==> config.mk <==
export PLATFORM = sky130hd
export DESIGN_NAME = char_glyph_reader
export DESIGN_NICKNAME = d
export VERILOG_FILES = /design/src/rtl/char_glyph_pkg.sv /design/src/rtl/glyph_capture_pipe.sv /design/src/rtl/char_glyph_reader.sv
export SDC_FILE = /design/constraint.sdc
export NUM_CORES = 1
export LEC_CHECK = 0
export BUFFER_PORTS_ARGS = -buffer_cell sky130_fd_sc_hd__buf_4
export CAP_MARGIN = 20
export CORE_MARGIN = 2
export CORE_UTILIZATION = 50
export CTS_CLUSTER_SIZE = 16
export DETAILED_ROUTE_END_ITERATION = 8
export PLACE_DENSITY = 0.85
export SLEW_MARGIN = 20
export SYNTH_ARGS = -nofsm -noshare
export SYNTH_HDL_FRONTEND = slang
export SYNTH_SLANG_ARGS = --single-unit
==> constraint.sdc <==
create_clock -name clock -period 3.7 [get_ports clock]
set_input_delay 0.37 -clock clock [delete_from_list [all_inputs] [get_ports clock]]
set_output_delay 0.37 -clock clock [all_outputs]
set_load 0.03 [all_outputs]
==> src/rtl/char_glyph_pkg.sv <==
// Shared constants, FSM state type and pixel-address split helpers for the
// character glyph reader.
package char_glyph_pkg;

  localparam int NUM_CHARS  = 36;
  localparam int GLYPH_BITS = 16;
  localparam int CHAR_IDX_W = 6;
  localparam int ADDR_W     = 4;

  typedef enum logic [1:0] {
    IDLE,
    SCAN,
    DRAIN,
    DONE
  } state_e;

  // Pixel column for glyph bit k.
  function automatic logic [1:0] addr_x(input logic [ADDR_W-1:0] k);
    return k[1:0];
  endfunction

  // Pixel row for glyph bit k; the array's upper row bit is never used.
  function automatic logic [2:0] addr_y(input logic [ADDR_W-1:0] k);
    return {1'b0, k[3:2]};
  endfunction

endpackage

==> src/rtl/glyph_capture_pipe.sv <==
// Delay line that carries {valid, bit index} alongside the memory read
// latency, so each returning data word is written to the right glyph bit.
module glyph_capture_pipe #(
  parameter int LATENCY = 1,
  parameter int IDX_W   = 4
) (
  input  logic             clock,
  input  logic             rst,
  input  logic             in_valid,
  input  logic [IDX_W-1:0] in_idx,
  output logic             out_valid,
  output logic [IDX_W-1:0] out_idx
);

  if (LATENCY == 0) begin : g_bypass
    assign out_valid = in_valid;
    assign out_idx   = in_idx;
  end else begin : g_delay
    logic [LATENCY-1:0] valid_d, valid_q;
    logic [IDX_W-1:0]   idx_d [LATENCY];
    logic [IDX_W-1:0]   idx_q [LATENCY];

    // Shift every stage one step toward the output.
    always_comb begin
      valid_d = '0;
      for (int s = 0; s < LATENCY; s++) idx_d[s] = '0;
      valid_d[0] = in_valid;
      idx_d[0]   = in_idx;
      for (int s = 1; s < LATENCY; s++) begin
        valid_d[s] = valid_q[s-1];
        idx_d[s]   = idx_q[s-1];
      end
    end

    // Valid bits are reset so an aborted fetch leaves nothing in flight.
    always_ff @(posedge clock or posedge rst) begin
      if (rst) valid_q <= '0;
      else     valid_q <= valid_d;
    end

    // NOTE: index stages carry no reset; they are only looked at when the
    // matching valid bit is set.
    always_ff @(posedge clock) begin
      for (int s = 0; s < LATENCY; s++) idx_q[s] <= idx_d[s];
    end

    assign out_valid = valid_q[LATENCY-1];
    assign out_idx   = idx_q[LATENCY-1];
  end

endmodule

==> src/rtl/char_glyph_reader.sv <==
// Read-side client of the glyph memory: sweeps the 16 pixel addresses,
// picks the requested character's bit from the parallel output, and hands
// the assembled glyph to the renderer over a valid/ready handshake.
module char_glyph_reader #(
  parameter int NUM_CHARS   = 36,
  parameter int MEM_LATENCY = 1
) (
  input  logic                                 clock,
  input  logic                                 rst,
  input  logic                                 req_valid,
  output logic                                 req_ready,
  input  logic [char_glyph_pkg::CHAR_IDX_W-1:0] req_char,
  output logic                                 glyph_valid,
  input  logic                                 glyph_ready,
  output logic [char_glyph_pkg::GLYPH_BITS-1:0] glyph_data,
  output logic                                 glyph_err,
  output logic                                 mem_write,
  output logic [1:0]                           mem_x,
  output logic [2:0]                           mem_y,
  input  logic [NUM_CHARS-1:0]                 mem_data_out
);

  import char_glyph_pkg::*;

  state_e                  state_q, state_d;
  logic [ADDR_W-1:0]       addr_cnt_q, addr_cnt_d;
  logic [CHAR_IDX_W-1:0]   char_q, char_d;
  logic [GLYPH_BITS-1:0]   glyph_q, glyph_d;
  logic                    err_q, err_d;
  logic                    valid_q, valid_d;
  logic                    ready_q, ready_d;
  logic [1:0]              mem_x_q, mem_x_d;
  logic [2:0]              mem_y_q, mem_y_d;

  logic                    scan_active;
  logic                    pipe_valid;
  logic [ADDR_W-1:0]       pipe_idx;
  logic                    last_capture;

  assign scan_active  = (state_q == SCAN);
  assign last_capture = pipe_valid && (pipe_idx == 4'd15);

  glyph_capture_pipe #(
    .LATENCY (MEM_LATENCY),
    .IDX_W   (ADDR_W)
  ) u_capture_pipe (
    .clock     (clock),
    .rst       (rst),
    .in_valid  (scan_active),
    .in_idx    (addr_cnt_q),
    .out_valid (pipe_valid),
    .out_idx   (pipe_idx)
  );

  // Next-state, address sweep and glyph assembly.
  // NOTE: every _d gets its hold value first, so no path through the case
  // leaves a signal unassigned and no latch is inferred.
  always_comb begin
    state_d    = state_q;
    addr_cnt_d = addr_cnt_q;
    char_d     = char_q;
    glyph_d    = glyph_q;
    err_d      = err_q;
    valid_d    = valid_q;
    ready_d    = ready_q;

    if (pipe_valid) glyph_d[pipe_idx] = mem_data_out[char_q];

    case (state_q)
      IDLE: begin
        if (req_valid) begin
          char_d     = req_char;
          glyph_d    = '0;
          ready_d    = 1'b0;
          addr_cnt_d = '0;
          if (int'(req_char) < NUM_CHARS) begin
            state_d = SCAN;
            err_d   = 1'b0;
          end else begin
            // No memory access; the error glyph is presented a cycle later.
            state_d = DONE;
            err_d   = 1'b1;
          end
        end
      end
      SCAN: begin
        addr_cnt_d = addr_cnt_q + 4'd1;
        if (addr_cnt_q == 4'd15) begin
          if (MEM_LATENCY == 0) begin
            state_d = DONE;
            valid_d = 1'b1;
          end else begin
            state_d = DRAIN;
          end
        end
      end
      DRAIN: begin
        if (last_capture) begin
          state_d = DONE;
          valid_d = 1'b1;
        end
      end
      DONE: begin
        if (!valid_q) begin
          valid_d = 1'b1;
        end else if (glyph_ready) begin
          state_d = IDLE;
          valid_d = 1'b0;
          ready_d = 1'b1;
        end
      end
      default: state_d = IDLE;
    endcase

    // Registered address outputs follow the next counter value while scanning.
    mem_x_d = (state_d == SCAN) ? addr_x(addr_cnt_d) : 2'd0;
    mem_y_d = (state_d == SCAN) ? addr_y(addr_cnt_d) : 3'd0;
  end

  // State and output registers; reset aborts any fetch in progress.
  // NOTE: sequential state is updated with non-blocking assignments only.
  always_ff @(posedge clock or posedge rst) begin
    if (rst) begin
      state_q    <= IDLE;
      addr_cnt_q <= '0;
      char_q     <= '0;
      glyph_q    <= '0;
      err_q      <= 1'b0;
      valid_q    <= 1'b0;
      ready_q    <= 1'b1;
      mem_x_q    <= '0;
      mem_y_q    <= '0;
    end else begin
      state_q    <= state_d;
      addr_cnt_q <= addr_cnt_d;
      char_q     <= char_d;
      glyph_q    <= glyph_d;
      err_q      <= err_d;
      valid_q    <= valid_d;
      ready_q    <= ready_d;
      mem_x_q    <= mem_x_d;
      mem_y_q    <= mem_y_d;
    end
  end

  assign req_ready   = ready_q;
  assign glyph_valid = valid_q;
  assign glyph_data  = glyph_q;
  assign glyph_err   = err_q;
  assign mem_write   = 1'b0;
  assign mem_x       = mem_x_q;
  assign mem_y       = mem_y_q;

endmodule
# Yosys cells after proc, flatten, opt, wreduce, memory -nomap -nowiden
# Memories as Yosys holds them, arrays and structs flattened.
# Cells that the tools add are included.
# op_classes
bitwise	0
multipliers	0
order_cmp	4
muxes	28
div_mod_pow	0
shift	0
n_addsub	1
n_eq_ne	10
n_reduce_logical	8
# ops
op	count
$mux W16	3
$bwmux W16	1
$mux W2	8
$mux W1	9
$eq A4 B4 Y1 const B	2
$ne A2 B2 Y1 const B	4
$pmux W2 S4	1
$pmux W4 S2	1
$lt A6 B7 Y1 const B	1
$bmux W1 S6	1
$lt A6 B6 Y1 const B	1
$lt A4 B5 Y1 const B	1
$add A4 B1 Y4 const B	1
$demux W1 S4	1
$eq A2 B1 Y1 const B	2
$eq A2 B2 Y1 const B	2
$ge A4 B1 Y1 const B	1
$mux W4	1
$pmux W1 S2	2
$reduce_and A2 Y1	2
$reduce_and A4 Y1	1
$reduce_bool A2 Y1	2
$logic_and A1 B1 Y1	2
$logic_not A2 Y1	1
# totals
n_memories	1
ff_bits	36
word_cells	62
mem_bits_ro	0
latch_bits	0
out_inout_bits	25
ramBits	4
# mem_list
memory	depth	width	rd	rd_ports_with_merged_regs	wr	line_no	rtl
u_capture_pipe.g_delay.idx_q	1	4	1	0	1	glyph_capture_pipe.sv:21	logic [IDX_W-1:0] idx_q [LATENCY];

# Depth between registers and ports, before layout
# Gate-level depths: netlist (run 1).
# An unclocked memory read counts as a cell.
# depth
depth_word	9
depth_mapped	7

# By module
# A second synthesis (run 1) with hierarchy kept.
# unflattened
cells_unflattened	187
area_unflattened_um2	2035.7
# modules_own_cells
mod	n_inst	cells_per_inst	area_per_inst_um2	seq_area_each_um2
char_glyph_reader	1	181	1926.8	877.1
glyph_capture_pipe	1	6	108.9	105.1

# Least setup slack after synthesis (run 1)
# No wires, ideal clock.
# synth_timing
path_kind	register to register
startpoint	register char_q[0]
endpoint	register glyph_q[8], in the netlist glyph_data[8]
path_slack_ns	1.656
path_stages_with_launch	7
setup_ns	0.142
t_arrival_ns	1.902
cell_sequence	dfrtp_1 buf_6 mux4_2 mux2_2 a211oi_4 buf_6 a311oi_1
# synth_between
elab_chain_len	6
# synth_rtl
element	line_no	rtl
start: declaration	char_glyph_reader.sv:27	logic [CHAR_IDX_W-1:0] char_q, char_d;
start signal: assignment	char_glyph_reader.sv:136	char_q <= char_d;
$bmux W1 S6 (*)	char_glyph_reader.sv:67	if (pipe_valid) glyph_d[pipe_idx] = mem_data_out[char_q];
$mux W1 (not written as such) (*)	char_glyph_reader.sv:67	
$bwmux W16 (*)	char_glyph_reader.sv:67	
$mux W16 (*)	char_glyph_reader.sv:67	
$mux W16	char_glyph_reader.sv:71	if (req_valid) begin
$mux W16 (*)	char_glyph_reader.sv:69	case (state_q)
net glyph_d[8]	char_glyph_reader.sv:28	logic [GLYPH_BITS-1:0] glyph_q, glyph_d;
end signal: assignment	char_glyph_reader.sv:137	glyph_q <= glyph_d;
end: declaration	char_glyph_reader.sv:28	
# The timed path passes the listed nets; every way through them passes the cells marked *. The select of a mux whose other input is x is not followed.
# A chain may end at the register's enable or synchronous reset.

# Final worst setup path (run 1)
# layout_timing
startpoint	register char_q[0]
endpoint	register glyph_q[3], in the netlist glyph_data[3]
# Same word-level chain as after synthesis.

==> results.yml, run 1 <==
synthesis:
  async_flop_share: 0.900
  yosysTopAreaCellShare: 0.431
  yosysUniqueCellTypes: 39
  yosys.area.top_type: "dfrtp_1"
  synth_seq_area_share: 0.483
  synthFlopType: "dfrtp_1"
  syn_area_sq_um: 2030
  synth_edf_count: 0
  synthCells: 186
  ys_seq_elements: 40
  synth_area_leaders: "dfrtp_1 (43%), a311oi_1 (6.9%), mux2_2 (6.1%), nor2_1 (5.7%), mux4_2 (5.5%)"
  synth_area_per_cell_sq_um: 10.9
  synth.most_common_cell: "dfrtp_1"
  yosysWarnings: 0
  ys_top_cells_by_count: "dfrtp_1 (35), nor2_1 (31), a311oi_1 (16)"
power:
  power_frac_seq: 0.503
  intPower_uw: 677
  sw_frac_of_total: 0.264
  peakVddDrop_mv: 0.203
  p_leak_uw: 0.00117
  clockPowerShare: 0.335
  power_density_nw_per_um2: 346
  p_comb_frac: 0.162
  totalPowerFinal_uw: 919
  power.net_switching_uw: 243
layout:
  nets: 300
  fillCellCount: 311
  finalCoreUtilization: 0.673
  layout-drive-gt1-share: 0.398
  diodes: 0
  area_delta_synth_final_pct: 30.6
routing:
  routed_wl_um: 4610
  vias_per_cell: 5.53
  drc: 0
  drt_pass1_iterations: 4
  ant_nets: 0
  route.vias.total: 1680
  drt_iter0_markers: 100
  routedWlPerCell_um: 15.2
global_routing:
  grt_use_total: 0.229
  grt_max_degree: 37
  antenna_found_initial: 0
  overflow: 0
  grt_pass1_vias: 1716
  grt_pass1_wl_um: 7720
die:
  rows: 23
  die_x_um: 67.8
  start_util: 0.515
  die_area_sq_um: 4590
  die_h_um: 67.8
  coreArea_sq_um: 3940
  num_io_pins: 71
place:
  port_buffers: 68
  dp.final_hpwl_um: 3530
  gp_congestion: 0.822
timing:
  relSlewSlack: 0.571
  final.min_clock_period_ns: 2.61
  tns_ns: 0
  rsz0062_at_grt: "false"
  finalCritPeriodShare: 0.706
  fmax_mhz: 383
  hold_viol: 0
  skew_ns: 0.00588
  slew_viol_final: 0
  worst_pin_slew_ns: 0.641
  setup_viol: 0
cts:
  cts_made_buffers: 5
  cts-htree-levels: 2
  holdBufCountCts: 0
  cts_resized: 0
  clockRootBuffer: "clkbuf_8"
  cts_sinks: 40
  clk_pin_slew_worst_paths_ns: 0.08
  cts.path.max_buffers: 2
  cts_tree: "done"
  cts_setup_buffers: 0
  clock_latency_ns: 0.30
worst_hold_path:
  hp-class: "in -> async"
worst_setup_path:
  arrival_ns: 2.74
  worstPathMaxFanout: 16
  cp.required_ns: 3.83
  end_kind: "register"
  worstSetupStartpointType: "register"
  crit_type: "reg -> reg"
outcome:
  status: "finished clean"
run:
  maxCapViolations: 0
## power groups by stage
stage	Clock [uW]	Combinational, uW	Sequential [uW]
after detailed placement	0	150	472
after floorplan	0	77.6	484
after global routing	337	160	465
final	308	149	462
after global placement	0	146	471
after CTS	318	150	463
## per-layer routing
layer,vias up,share of wire,global-route usage
li1,819,-,-
met1,802,0.39,0.256
met2,47,0.54,0.408
met3,12,0.043,0.0600
met4,0,0.026,0.0944
met5,-,0,0
## state kept, by name, indices dropped and copies added (netlist names)
signal                        flops
addr_cnt_q                        4
char_q                            6
glyph_data                       16
glyph_err                         1
glyph_valid                       1
mem_x                             2
mem_y                             2
req_ready                         1
state_q                           2
u_capture_pipe.g_delay.idx_q      4
u_capture_pipe.out_valid          1
## worst max-delay path: stages, from the launching register on
cell	delay [ns]
dfrtp_1	0.71
mux4_1	0.63
mux2_2	0.30
a211oi_4	0.60
a311oi_1	0.21
## cells in the final DEF, fill, tap and decap left out, types with 2 or more instances in the layout
cell        count
a21oi_1         8
a22o_1          2
a311oi_1       16
buf_4          70
clkbuf_8        6
clkinvlp_4      2
conb_1          2
dfrtp_1        35
dfxtp_1         4
inv_1           4
mux2_2         11
mux4_1          2
mux4_2          5
nand2_1         9
nand2b_1        8
nand3_1         3
nand3b_1        2
nor2_1         31
nor2b_1         4
nor3_1          5
o21ai_0         7
## per-stage QoR
stage	instances	setup slack (ns)	instance area, sq um	hold slack (ns)
after detailed placement	296	1.08	2560	0.416
final	304	1.09	2650	0.168
after global placement	296	1.15	2560	0.414
after global routing	304	0.912	2650	0.200
after CTS	304	1.06	2650	0.182
after floorplan	187	1.66	2040	0.392
## path summary, 6_finish.rpt
path	slack (ns)	endpoint	from	depth (start not counted)
worst max-delay path	1.09	glyph_data[3]	char_q[0]	4
worst min-delay path	0.17	glyph_err	rst	3
worst max register to register	1.09	glyph_data[3]	char_q[0]	4
worst min register to register	0.44	u_capture_pipe.g_delay.idx_q[0][1]	addr_cnt_q[1]	0
max in group asynchronous	3.19	req_ready	rst	3
min in group clock	0.31	char_q[0]	req_char[0]	2
## cells by family (layout without fill, tap and decap cells)
group                      after synthesis  in the layout  synth area share
and+or+nand+nor                         67             67             0.156
AOI/OAI and AO/OA                       43             43             0.165
DFF                                     40             40             0.483
muxes                                   19             19             0.147
buffers and inverters                   15             82            0.0406
adders and majority gates                1              1           0.00616
other                                    1              2           0.00185
## area by class of cell
class / instances / area, sq um / area share
inverter: 4 / 15.0 / 0.00566
clock buffer: 6 / 82.6 / 0.0311
sequential: 40 / 982 / 0.370
multi-input combinational: 132 / 971 / 0.366
clock inverter: 2 / 15.0 / 0.00566
timing repair buffer: 70 / 526 / 0.198
tap: 50 / 62.6 / 0.0236
Note: power is estimated with default switching activity, not from simulation.
==> run 2, diff against run 1 <==
--- a/config.mk
+++ b/config.mk
@@ -8,10 +8,10 @@
 export BUFFER_PORTS_ARGS = -buffer_cell sky130_fd_sc_hd__buf_4
 export CAP_MARGIN = 20
 export CORE_MARGIN = 2
-export CORE_UTILIZATION = 50
+export CORE_UTILIZATION = 45
 export CTS_CLUSTER_SIZE = 16
 export DETAILED_ROUTE_END_ITERATION = 8
-export PLACE_DENSITY = 0.85
+export PLACE_DENSITY = 0.81
 export SLEW_MARGIN = 20
 export SYNTH_ARGS = -nofsm -noshare
 export SYNTH_HDL_FRONTEND = slang
==> constraint.sdc (replaced) <==
create_clock -name clock -period 2.19 [get_ports clock]
set_input_delay 0.219 -clock clock [delete_from_list [all_inputs] [get_ports clock]]
set_output_delay 0.219 -clock clock [all_outputs]
set_load 0.03 [all_outputs]
==> results.yml, run 2 (same netlist as run 1, synthesis figures left out) <==
layout:
  nets: 304
  diodes: 0
  area_delta_synth_final_pct: 35.0
  largest_register_ffs: 16
  final_common_cell: "buf_4"
  layout-drive-gt1-share: 0.411
  regArea_sq_um: 983
  fillCellCount: 341
  multi_input_area_sq_um: 971
  layout_common_cells: "buf_4 (71), dfrtp_1 (34), nor2_1 (31)"
die:
  die_x_um: 71.2
  rows: 24
  num_io_pins: 71
  coreArea_sq_um: 4350
  die_h_um: 71.2
  die_area_sq_um: 5070
  start_util: 0.467
worst_setup_path:
  crit_type: "reg -> reg"
  arrival_ns: 2.19
  worstPathMaxFanout: 16
  worstSetupStartpointType: "register"
  cp.required_ns: 2.35
  end_kind: "register"
  reg2reg_depth: 7
routing:
  routed_wl_um: 4640
  ant_nets: 0
  drc: 0
  drt_iter0_markers: 140
  route.vias.total: 1720
  routedWlPerCell_um: 15.0
  drt_pass1_iterations: 4
  vias_per_cell: 5.55
place:
  dp.final_hpwl_um: 3510
  port_buffers: 68
  gp_congestion: 0.761
  place_ws_ns: 0.0867
timing:
  final.min_clock_period_ns: 2.04
  fmax_mhz: 491
  hold_viol: 0
  finalCritPeriodShare: 0.929
  rsz0062_at_grt: "false"
  final.setup.worst_slack_ns: 0.155
  skew_ns: 0.00702
  slew_viol_final: 0
  setup_viol: 0
  tns_ns: 0
cts:
  cts_tree: "done"
  cts_made_buffers: 5
  clock_latency_ns: 0.29
  clockRootBuffer: "clkbuf_8"
  holdBufCountCts: 0
  cts-htree-levels: 2
  clk_pin_slew_worst_paths_ns: 0.08
  cts.path.max_buffers: 2
  cts_sinks: 40
global_routing:
  grt_util_met3: 0.0370
  grt_max_degree: 37
  grt_util_met1: 0.243
  grt_busiest_layer: "met2"
  grt_use_total: 0.189
  antenna_found_initial: 0
  use_met2: 0.318
  overflow: 0
  grt_pass1_wl_um: 7730
  grt_pass1_vias: 1695
power:
  p_leak_uw: 0.00122
  power_density_nw_per_um2: 607
  peakVddDrop_mv: 0.344
  totalPowerFinal_uw: 1670
worst_hold_path:
  hp-class: "in -> async"
run:
  maxCapViolations: 0
outcome:
  status: "finished clean"
-- run 2: path summary, 6_finish.rpt --
path	startpoint	to	slack [ns]
setup / recovery	char_q[0]	glyph_data[4]	0.15
hold / removal	rst	char_q[2]	0.03
setup reg to reg	char_q[0]	glyph_data[4]	0.15
hold reg to reg	addr_cnt_q[1]	u_capture_pipe.g_delay.idx_q[0][1]	0.43
max in group asynchronous	rst	req_ready	1.82
min in group clock	req_char[0]	char_q[0]	0.16
-- run 2: metrics by stage --
step,hold slack (ns),std cells,util,cell area (sq um)
final,0.0264,310,0.630,2740
after CTS,0.0438,310,0.630,2740
after global placement,0.349,302,0.603,2630
after detailed placement,0.359,302,0.603,2630
after global routing,0.0864,310,0.630,2740
after floorplan,0.336,187,-,2040
-- run 2: power breakdown --
group          switching (uW)  internal, uW  total [uW]
logic                     130           151         281
clock network             263           343         606
registers                19.3           759         778
-- run 2: repair_timing --
item	CTS	global route
buffers inserted	0	0
resized for setup	0	1
endpoints found under the setup margin	0	1
hold endpoints to repair	0	0
-- run 2: area by class of cell --
cell class	count	area share
Timing Repair Buffer	74	0.216
Sequential cell	40	0.358
Clock inverter	3	0.0173
Multi-Input combinational cell	132	0.354
Inverter	4	0.00547
Tap cell	52	0.0237
Clock buffer	5	0.0251
-- run 2: worst max-delay path: stages (launching register included) --
cell      delay [ns]
dfrtp_2         0.43
buf_12          0.15
mux2_2          0.33
a221oi_1        0.29
a21oi_1         0.17
a211oi_4        0.26
buf_12          0.17
a311oi_1        0.10
-- run 2: layer usage --
layer,vias to the layer above,share of wire
li1,832,-
met1,825,0.42
met2,52,0.52
met3,11,0.046
met4,0,0.018
met5,-,0
